File: config.mk
export PLATFORM = sky130hd
export DESIGN_NAME = axi_lite_reg_slave
export DESIGN_NICKNAME = d
export VERILOG_FILES = /design/src/rtl/axi_lite_reg_slave.sv
export SDC_FILE = /design/constraint.sdc
export NUM_CORES = 1
export LEC_CHECK = 0
export ABC_CLOCK_PERIOD_IN_PS = 4000
export CAP_MARGIN = 5
export CORE_UTILIZATION = 30
export CTS_CLUSTER_SIZE = 14
export DETAILED_ROUTE_END_ITERATION = 12
export PLACE_DENSITY = 0.55
export SLEW_MARGIN = 0
export SYNTH_ARGS = -nofsm -noshare
export SYNTH_HDL_FRONTEND = slang
export SYNTH_SLANG_ARGS = --single-unit
File: constraint.sdc
create_clock -name clk -period 4 [get_ports clk]
set_clock_uncertainty 0.15 [all_clocks]
set_input_delay 0.6 -clock clk [delete_from_list [all_inputs] [get_ports clk]]
set_output_delay 0.6 -clock clk [all_outputs]
set_load 0.01 [all_outputs]
File: src/rtl/axi_lite_reg_slave.sv
// AXI4-Lite register bank: NUM_REGS x 32-bit R/W registers with byte strobes,
// one outstanding write and one outstanding read, out-of-range -> SLVERR.
module axi_lite_reg_slave #(
    parameter int unsigned NUM_REGS  = 16,
    parameter logic [31:0] RESET_VAL = 32'h0
) (
    input  logic                     clk,
    input  logic                     rst_n,
    input  logic [31:0]              s_awaddr,
    input  logic [2:0]               s_awprot,
    input  logic                     s_awvalid,
    output logic                     s_awready,
    input  logic [31:0]              s_wdata,
    input  logic [3:0]               s_wstrb,
    input  logic                     s_wvalid,
    output logic                     s_wready,
    output logic [1:0]               s_bresp,
    output logic                     s_bvalid,
    input  logic                     s_bready,
    input  logic [31:0]              s_araddr,
    input  logic [2:0]               s_arprot,
    input  logic                     s_arvalid,
    output logic                     s_arready,
    output logic [31:0]              s_rdata,
    output logic [1:0]               s_rresp,
    output logic                     s_rvalid,
    input  logic                     s_rready,
    output logic [NUM_REGS*32-1:0]   regs_q,
    output logic                     dbg_w_state_o,
    output logic                     dbg_r_state_o
);
    localparam int unsigned IDX_W = $clog2(NUM_REGS);
    localparam logic [1:0] RESP_OKAY   = 2'b00;
    localparam logic [1:0] RESP_SLVERR = 2'b10;

    typedef enum logic { W_IDLE, W_RESP } w_state_e;
    typedef enum logic { R_IDLE, R_RESP } r_state_e;

    // Handshakes: a transfer happens on a posedge where valid and ready are both 1;
    // valid/payload never depend on ready, and every ready/valid here is a flop.
    w_state_e               w_state_q, w_state_d;
    r_state_e               r_state_q, r_state_d;
    logic                   aw_held_q, aw_held_d, w_held_q, w_held_d;
    logic [31:0]            aw_addr_q, aw_addr_d, w_data_q, w_data_d;
    logic [3:0]             w_strb_q, w_strb_d;
    logic                   awready_q, awready_d, wready_q, wready_d, arready_q, arready_d;
    logic                   bvalid_q, bvalid_d, rvalid_q, rvalid_d;
    logic [1:0]             bresp_q, bresp_d, rresp_q, rresp_d;
    logic [31:0]            rdata_q, rdata_d;
    logic [NUM_REGS*32-1:0] regs_d;
    logic [IDX_W-1:0]       wr_idx, rd_idx;
    logic [31:0]            wr_old, wr_word;
    logic                   aw_hs, w_hs, ar_hs;
    logic                   unused_prot;

    function automatic logic in_range(input logic [31:0] addr);
        return (addr >> (IDX_W + 2)) == 32'd0;
    endfunction

    assign aw_hs = s_awvalid && awready_q;
    assign w_hs  = s_wvalid && wready_q;
    assign ar_hs = s_arvalid && arready_q;
    assign unused_prot = ^{s_awprot, s_arprot};

    always_comb begin
        w_state_d = w_state_q;
        aw_held_d = aw_held_q;
        aw_addr_d = aw_addr_q;
        w_held_d  = w_held_q;
        w_data_d  = w_data_q;
        w_strb_d  = w_strb_q;
        bvalid_d  = bvalid_q;
        bresp_d   = bresp_q;
        regs_d    = regs_q;
        wr_idx    = '0;
        wr_old    = '0;
        wr_word   = '0;
        case (w_state_q)
            W_IDLE: begin
                if (aw_hs) begin
                    aw_held_d = 1'b1;
                    aw_addr_d = s_awaddr;
                end
                if (w_hs) begin
                    w_held_d = 1'b1;
                    w_data_d = s_wdata;
                    w_strb_d = s_wstrb;
                end
                // Commit on the edge that completes the AW/W pair.
                if (aw_held_d && w_held_d) begin
                    wr_idx = aw_addr_d[IDX_W+1:2];
                    wr_old = regs_q[{wr_idx, 5'd0} +: 32];
                    for (int k = 0; k < 4; k++) begin
                        wr_word[k*8 +: 8] = w_strb_d[k] ? w_data_d[k*8 +: 8] : wr_old[k*8 +: 8];
                    end
                    if (in_range(aw_addr_d)) begin
                        regs_d[{wr_idx, 5'd0} +: 32] = wr_word;
                        bresp_d = RESP_OKAY;
                    end else begin
                        bresp_d = RESP_SLVERR;
                    end
                    bvalid_d  = 1'b1;
                    w_state_d = W_RESP;
                end
            end
            W_RESP: begin
                if (s_bready) begin
                    bvalid_d  = 1'b0;
                    aw_held_d = 1'b0;
                    w_held_d  = 1'b0;
                    w_state_d = W_IDLE;
                end
            end
            default: w_state_d = W_IDLE;
        endcase
        awready_d = (w_state_d == W_IDLE) && !aw_held_d;
        wready_d  = (w_state_d == W_IDLE) && !w_held_d;
    end

    always_comb begin
        r_state_d = r_state_q;
        rvalid_d  = rvalid_q;
        rdata_d   = rdata_q;
        rresp_d   = rresp_q;
        rd_idx    = '0;
        case (r_state_q)
            R_IDLE: begin
                if (ar_hs) begin
                    rd_idx = s_araddr[IDX_W+1:2];
                    // regs_q is the pre-write value when a write commits on this edge.
                    if (in_range(s_araddr)) begin
                        rdata_d = regs_q[{rd_idx, 5'd0} +: 32];
                        rresp_d = RESP_OKAY;
                    end else begin
                        rdata_d = 32'h0;
                        rresp_d = RESP_SLVERR;
                    end
                    rvalid_d  = 1'b1;
                    r_state_d = R_RESP;
                end
            end
            R_RESP: begin
                if (s_rready) begin
                    rvalid_d  = 1'b0;
                    r_state_d = R_IDLE;
                end
            end
            default: r_state_d = R_IDLE;
        endcase
        arready_d = (r_state_d == R_IDLE);
    end

    always_ff @(posedge clk or negedge rst_n) begin
        if (!rst_n) begin
            w_state_q <= W_IDLE;
            r_state_q <= R_IDLE;
            aw_held_q <= 1'b0;
            aw_addr_q <= '0;
            w_held_q  <= 1'b0;
            w_data_q  <= '0;
            w_strb_q  <= '0;
            awready_q <= 1'b0;
            wready_q  <= 1'b0;
            arready_q <= 1'b0;
            bvalid_q  <= 1'b0;
            bresp_q   <= '0;
            rvalid_q  <= 1'b0;
            rresp_q   <= '0;
            rdata_q   <= '0;
            regs_q    <= {NUM_REGS{RESET_VAL}};
        end else begin
            w_state_q <= w_state_d;
            r_state_q <= r_state_d;
            aw_held_q <= aw_held_d;
            aw_addr_q <= aw_addr_d;
            w_held_q  <= w_held_d;
            w_data_q  <= w_data_d;
            w_strb_q  <= w_strb_d;
            awready_q <= awready_d;
            wready_q  <= wready_d;
            arready_q <= arready_d;
            bvalid_q  <= bvalid_d;
            bresp_q   <= bresp_d;
            rvalid_q  <= rvalid_d;
            rresp_q   <= rresp_d;
            rdata_q   <= rdata_d;
            regs_q    <= regs_d;
        end
    end

    assign s_awready     = awready_q;
    assign s_wready      = wready_q;
    assign s_arready     = arready_q;
    assign s_bvalid      = bvalid_q;
    assign s_bresp       = bresp_q;
    assign s_rvalid      = rvalid_q;
    assign s_rresp       = rresp_q;
    assign s_rdata       = rdata_q;
    assign dbg_w_state_o = (w_state_q == W_RESP);
    assign dbg_r_state_o = (r_state_q == R_RESP);
endmodule

==> flow_metrics.env, run 1 <==
export IMPL_dieHeight_um=333
export IMPL_rsz0062_at_grt="no"
export IMPL_syn_avg_cell_area_sq_um=11.5
export IMPL_start_util=0.302
export IMPL_drtIter0Drc=3290
export IMPL_drc=0
export IMPL_crit_type="register to register"
export IMPL_first_global_vias=29300
export IMPL_yosysSeqAreaShare=0.473
export IMPL_finalSetupViolCount=0
export IMPL_antenna_found_initial=9
export IMPL_r2r_start="s_awready"
export IMPL_max_slew_margin=0.157
export IMPL_cts_root_buf="clkbuf_16"
export IMPL_fmax_mhz=260
export IMPL_vias_per_cell=5.99
export IMPL_cts_setup_buffers=0
export IMPL_post_route_period_util=0.962
export IMPL_synthFlopType="dfrtp_1"
export IMPL_min_period_ns=3.85
export IMPL_grt_util_all_layers=0.286
export IMPL_syn_instance_count=2855
export IMPL_layout_cells_non_filler=5015
export IMPL_synth_edff_count=0
export IMPL_crit_required_ns=4.42
export IMPL_fp_dieW_um=333
export IMPL_ant_nets=0
export IMPL_ys_types=68
export IMPL_dieArea_sq_um=111000
export IMPL_synth_most_common_cell="dfrtp_1"
export IMPL_whs_endpoint="s_rdata[23]"
export IMPL_crit_fanout=23
export IMPL_cp_top_family="simple AND/OR/NAND/NOR gates"
export IMPL_p_total_uw=22400
export IMPL_synth_top_area_share=0.473
export IMPL_cp_slowest_cell="nor2_4"
export IMPL_powerDensity_nw_per_um2=495
export IMPL_ir_worst_vdd_mv=0.526
export IMPL_outcome="completed"
export IMPL_ys_warn_count=0
export IMPL_cts_buffers=74
export IMPL_yosys_top_cells_count="621 x dfrtp_1, 288 x a22o_1, 238 x nand2_1"
export IMPL_dp_hpwl_um=113000
export IMPL_fin_nets=3659
export IMPL_cts_buffer_depth=3
export IMPL_tightestPinTransition_ns=1.26
export IMPL_timing_rr_end="regs_q[385]"
export IMPL_rows=121
export IMPL_crit_buf_inv=1
export IMPL_maxSlewViolCount=0
export IMPL_r2r_slack_ns=0.15
export IMPL_cts_hold_buf=1
export IMPL_yosys_register_bits=621
export IMPL_cp_arrival_ns=4.27
export IMPL_placed_area_sq_um=42900
export IMPL_postSynth_asyncResetShare=1.00
export IMPL_first_pass_iters=6
export IMPL_drt_total_wl_um=162000
export IMPL_hold_viol_final=0
export IMPL_path_clk_slew_ns=0.06
export IMPL_grt_max_degree=109
export IMPL_syn_cell_area_sq_um=32900
export IMPL_reg2reg_depth=7
export IMPL_holdPathStages=2
export IMPL_grt_overflow=0
export IMPL_hold_start="s_rdata[23]"
export IMPL_cts_tree="built"
export IMPL_p_leak_uw=0.0188
export IMPL_routedWlPerCell_um=32.4
export IMPL_vias=30000
export IMPL_crit_chain="buf_4 > and4b_1 > a31oi_4 > nor2_4 > a2111oi_0 > a31oi_2 > mux2_2"
export IMPL_max_stage_delay_ns=0.97
export IMPL_post_cts_resize_count=0
export IMPL_cts_sinks=621
export IMPL_coreArea_sq_um=109000
export IMPL_pin_count=668
export IMPL_hold_class="register to register"
export IMPL_maxCapViolCount=0
export IMPL_drive_gt1_frac=0.222
export IMPL_fin_area_sq_um=45400
export IMPL_gp_congestion=0.898
export IMPL_start_kind="register"
export IMPL_cp_end_kind="register"
export IMPL_portBuffers=655
export IMPL_synthTopCellsByArea="dfrtp_1 47%, mux4_2 11%, a22o_1 7.7%"
export IMPL_grt_pass1_wl_um=229000
export IMPL_area_growth_syn_to_layout_pct=38.1
export IMPL_dp_cells=4879
export IMPL_synth_top_area_cell="dfrtp_1"
export IMPL_insertion_delay_ns=0.65
export IMPL_htreeDepth=3
-- cells by family after synthesis --
logic type,count (synthesis),synth area share
and+or+nand+nor,562,0.0871
DFF,621,0.473
buffers and inverters,361,0.0477
other,1,0.000114
xor gates and xnor gates,3,0.00103
muxes,430,0.199
adders and majority gates,4,0.00152
AOI/OAI and AO/OA,873,0.190
-- layer usage --
metal	global-route usage	vias to the layer above	wire, um	part of all wire
li1	-	12300	-	-
met1	0.368	15600	64300	0.40
met2	0.452	1824	75000	0.46
met3	0.0792	329	16200	0.10
met4	0.119	6	6930	0.043
met5	0	-	34	0.00021
-- worst reg2reg max path, stage by stage, from the launching register on --
cell	delay (ns)
dfrtp_1	0.51
buf_4	0.33
and4b_1	0.29
a31oi_4	0.07
nor2_4	0.97
a2111oi_0	0.38
a31oi_2	0.80
mux2_2	0.29
-- power by group --
group | internal (uW) | switching [uW] | total, uW
Sequential | 6670 | 243 | 6910
Combinational | 2980 | 5640 | 8620
Clock | 4070 | 2840 | 6900
-- cells in the final DEF (no fill, tap or decap), types with 45 or more instances in the layout --
| cell | Yosys | final |
|---|---|---|
| a211oi_1 | 75 | 75 |
| mux4_2 | 161 | 161 |
| clkbuf_16 | 0 | 79 |
| a22o_1 | 288 | 288 |
| a21oi_1 | 74 | 74 |
| buf_12 | 0 | 77 |
| dfrtp_1 | 621 | 621 |
| nand3_1 | 140 | 137 |
| o21ai_1 | 69 | 69 |
| inv_1 | 65 | 65 |
| mux2_2 | 166 | 166 |
| nand2_1 | 238 | 236 |
| o21ai_0 | 224 | 224 |
| clkdlybuf4s50_1 | 0 | 650 |
| buf_4 | 18 | 174 |
| and3_1 | 47 | 45 |
| mux2i_1 | 80 | 80 |
-- registers in the layout, indices dropped and copies added (netlist names), 4 cells and up --
| register | count |
|---|---|
| regs_q | 512 |
| s_rdata | 32 |
| aw_addr_q | 30 |
| w_data_q | 32 |
| w_strb_q | 4 |
-- area by class of cell --
cell class | count | area, sq um
clock buffer | 111 | 2250
sequential | 621 | 15500
multi-input combinational | 1874 | 16000
clock inverter | 20 | 190
tap | 1414 | 1770
antenna | 4 | 10.0
timing repair buffer | 906 | 9410
fill | 10300 | 63300
inverter | 65 | 244
-- how the worst max path moves through the flow --
| stage | endpoint | depth (start not counted) | start |
|---|---|---|---|
| floorplan | regs_q[258] | 13 | s_awvalid |
| global placement | regs_q[256] | 8 | s_awvalid |
| detailed placement | regs_q[257] | 8 | s_awvalid |
| CTS | regs_q[1] | 7 | s_awready |
| global route | regs_q[129] | 7 | s_awready |
| finish | regs_q[385] | 7 | s_awready |
-- per-stage QoR --
stage          hold slack, ns  TNS, ns   util  setup slack, ns
6_report                0.328        0  0.417            0.150
5_1_grt                 0.357        0  0.417           0.0509
4_1_cts                 0.336        0  0.417            0.236
3_5_place_dp            0.323    -5.17  0.395           -0.188
3_3_place_gp            0.311    -1.30  0.395          -0.0824
2_1_floorplan           0.154        0      -            0.371
Note: power is estimated with default switching activity, not from simulation.
==> inputs of run 2 (changes only) <==
--- a/config.mk
+++ b/config.mk
@@ -7,8 +7,8 @@
 export LEC_CHECK = 0
 export ABC_CLOCK_PERIOD_IN_PS = 4000
 export CAP_MARGIN = 5
+export CORE_MARGIN = 1.5
 export CORE_UTILIZATION = 30
-export CTS_CLUSTER_SIZE = 14
 export DETAILED_ROUTE_END_ITERATION = 12
 export PLACE_DENSITY = 0.55
 export SLEW_MARGIN = 0
==> run 2 against run 1 <==
Effect of this change: first-iteration DRC count up 3.6%; routed wire length about the same; clock power is 1% higher; sequential cell count is the same; global-route usage is 0.055 points lower; final area rose by 0.19%; sequential share of layout area decreased by 0.064 points.
==> flow_metrics.env, run 2 (synthesized netlist as in run 1, its figures left out) <==
export IMPL_cp_end_kind="register"
export IMPL_max_stage_delay_ns=0.76
export IMPL_cp_arrival_ns=3.93
export IMPL_routedWlPerCell_um=32.3
export IMPL_hold_class="register to register"
export IMPL_fp_dieW_um=334
export IMPL_hold_viol_final=0
export IMPL_p_clk_frac=0.310
export IMPL_finalSetupViolCount=0
export IMPL_utilization=0.418
export IMPL_grt_util_all_layers=0.286
export IMPL_antenna_found_initial=8
export IMPL_crit_top_cell="buf_4"
export IMPL_cp_top_family="simple AND/OR/NAND/NOR gates"
export IMPL_post_route_period_util=0.875
export IMPL_dp_hpwl_um=115000
export IMPL_ant_nets=0
export IMPL_rsz0062_at_grt="no"
export IMPL_htreeDepth=3
export IMPL_grt_util_met1=0.376
export IMPL_gp_congestion=0.918
export IMPL_pwr_share_comb=0.383
export IMPL_first_pass_iters=7
export IMPL_vias=30200
export IMPL_cts_buffers=75
export IMPL_cts_sinks=621
export IMPL_p_leak_uw=0.0189
export IMPL_grt_use_met3=0.0720
export IMPL_cts_buffer_depth=3
export IMPL_area_growth_syn_to_layout_pct=38.3
export IMPL_crit_chain="buf_4 > and4b_1 > a31oi_4 > nor2_4 > a2111oi_0 > buf_4 > a31oi_2 > buf_4 > a22o_1"
export IMPL_start_kind="register"
export IMPL_grt_max_degree=89
export IMPL_crit_buf_inv=3
export IMPL_grt_pass1_wl_um=230000
export IMPL_tightestPinTransition_ns=1.20
export IMPL_first_global_vias=29600
export IMPL_p_total_uw=22500
export IMPL_largest_register_ffs=512
export IMPL_outcome="completed"
export IMPL_tns_ns=0
export IMPL_fin_nets=3672
export IMPL_n_fill_cell=10300
export IMPL_drtIter0Drc=3409
export IMPL_seqCellArea_sq_um=15500
export IMPL_portBuffers=655
export IMPL_rows=121
export IMPL_path_clk_slew_ns=0.06
export IMPL_drc=0
export IMPL_pwr_share_seq=0.307
export IMPL_insertion_delay_ns=0.65
export IMPL_cp_slowest_cell="nor2_4"
export IMPL_pin_count=668
export IMPL_maxCapViolCount=0
export IMPL_crit_type="register to register"
export IMPL_netSwitchingPower_uw=8780
export IMPL_cts_root_buf="clkbuf_16"
export IMPL_cts_tree="built"
export IMPL_busiest_layer="met2"
export IMPL_layout_commonest_cell="clkdlybuf4s50_1"
export IMPL_max_slew_margin=0.203
export IMPL_coreArea_sq_um=109000
export IMPL_powerDensity_nw_per_um2=495
export IMPL_largest_register="regs_q"
export IMPL_start_util=0.302
export IMPL_maxSlewViolCount=0
export IMPL_vias_per_cell=6.00
export IMPL_crit_fanout=24
export IMPL_min_period_ns=3.50
export IMPL_dieArea_sq_um=112000
export IMPL_ir_worst_vdd_mv=0.407
export IMPL_fmax_mhz=286
export IMPL_grt_use_met2=0.445
export IMPL_crit_required_ns=4.43
export IMPL_drt_total_wl_um=163000
export IMPL_internal_power_uw=13700
export IMPL_sw_frac_of_total=0.391
export IMPL_multi_input_area_sq_um=16000
export IMPL_dieHeight_um=334
export IMPL_drive_gt1_frac=0.226
export IMPL_final_cell_mix="650 x clkdlybuf4s50_1, 621 x dfrtp_1, 288 x a22o_1"
export IMPL_grt_overflow=0
[run 2: cell count changes in the layout (fill, tap and decap cells not counted)]
| cell | change |
|---|---|
| clkinv_8 | +2 |
| buf_12 | -3 |
| clkinv_2 | +2 |
| clkinv_4 | +2 |
| diode_2 | +1 |
| bufinv_16 | +2 |
| buf_4 | +15 |
| clkbuf_16 | -4 |
| clkinvlp_4 | -1 |
| inv_6 | +2 |
[run 2: power groups by stage]
stage / Combinational, uW / Clock, uW / Sequential (uW)
CTS: 8490 / 7070 / 6910
global placement: 8430 / 0 / 7010
finish: 8600 / 6970 / 6910
global route: 9020 / 7320 / 6960
detailed placement: 8470 / 0 / 7020
floorplan: 4400 / 0 / 6950
[run 2: routing by layer]
| metal | share of wire | routed length (um) |
|---|---|---|
| met1 | 0.40 | 65300 |
| met2 | 0.46 | 74000 |
| met3 | 0.096 | 15700 |
| met4 | 0.046 | 7460 |
| met5 | 0.00024 | 39 |
[run 2: worst paths after layout]
path                       slack [ns]      endpoint  cells after the start        start
hold / removal                   0.33   s_rdata[13]                      2  s_rdata[13]
min in group asynchronous        0.38    regs_q[53]                      2        rst_n
setup / recovery                 0.50   regs_q[349]                      9    s_awready
max in group asynchronous        2.17  w_data_q[19]                      4        rst_n
setup reg to reg                 0.50   regs_q[349]                      9    s_awready
hold reg to reg                  0.33   s_rdata[13]                      2  s_rdata[13]
[run 2: tightest hold or removal path: stages, from the launching register on]
cell and delay (ns):
dfrtp_1 0.34, nand2_1 0.04, o21ai_0 0.06
[run 2: area by class of cell]
class / count / area share
clock buffers: 107 / 0.0472
multi-input cells: 1874 / 0.351
inverters: 65 / 0.00537
flip-flops and latches: 621 / 0.342
clock inverters: 29 / 0.00705
repair buffers: 918 / 0.208
diodes: 5 / 0.000275
well taps: 1414 / 0.0389
[run 2: timing repair]
item,in CTS,in global routing
buffers inserted,0,0
hold buffers,1,0
resized for setup,0,0
endpoints found under the hold margin,51,0
[run 2: through the flow]
step	setup WS, ns	hold slack, ns	instance area, sq um	std cells
after global placement	0.0563	0.314	43000	4891
final	0.501	0.328	45500	5033
after global routing	0.372	0.352	45500	5031
after CTS	0.543	0.334	45400	5028
after detailed placement	0.0661	0.321	43000	4891
after floorplan	0.371	0.154	32900	2856
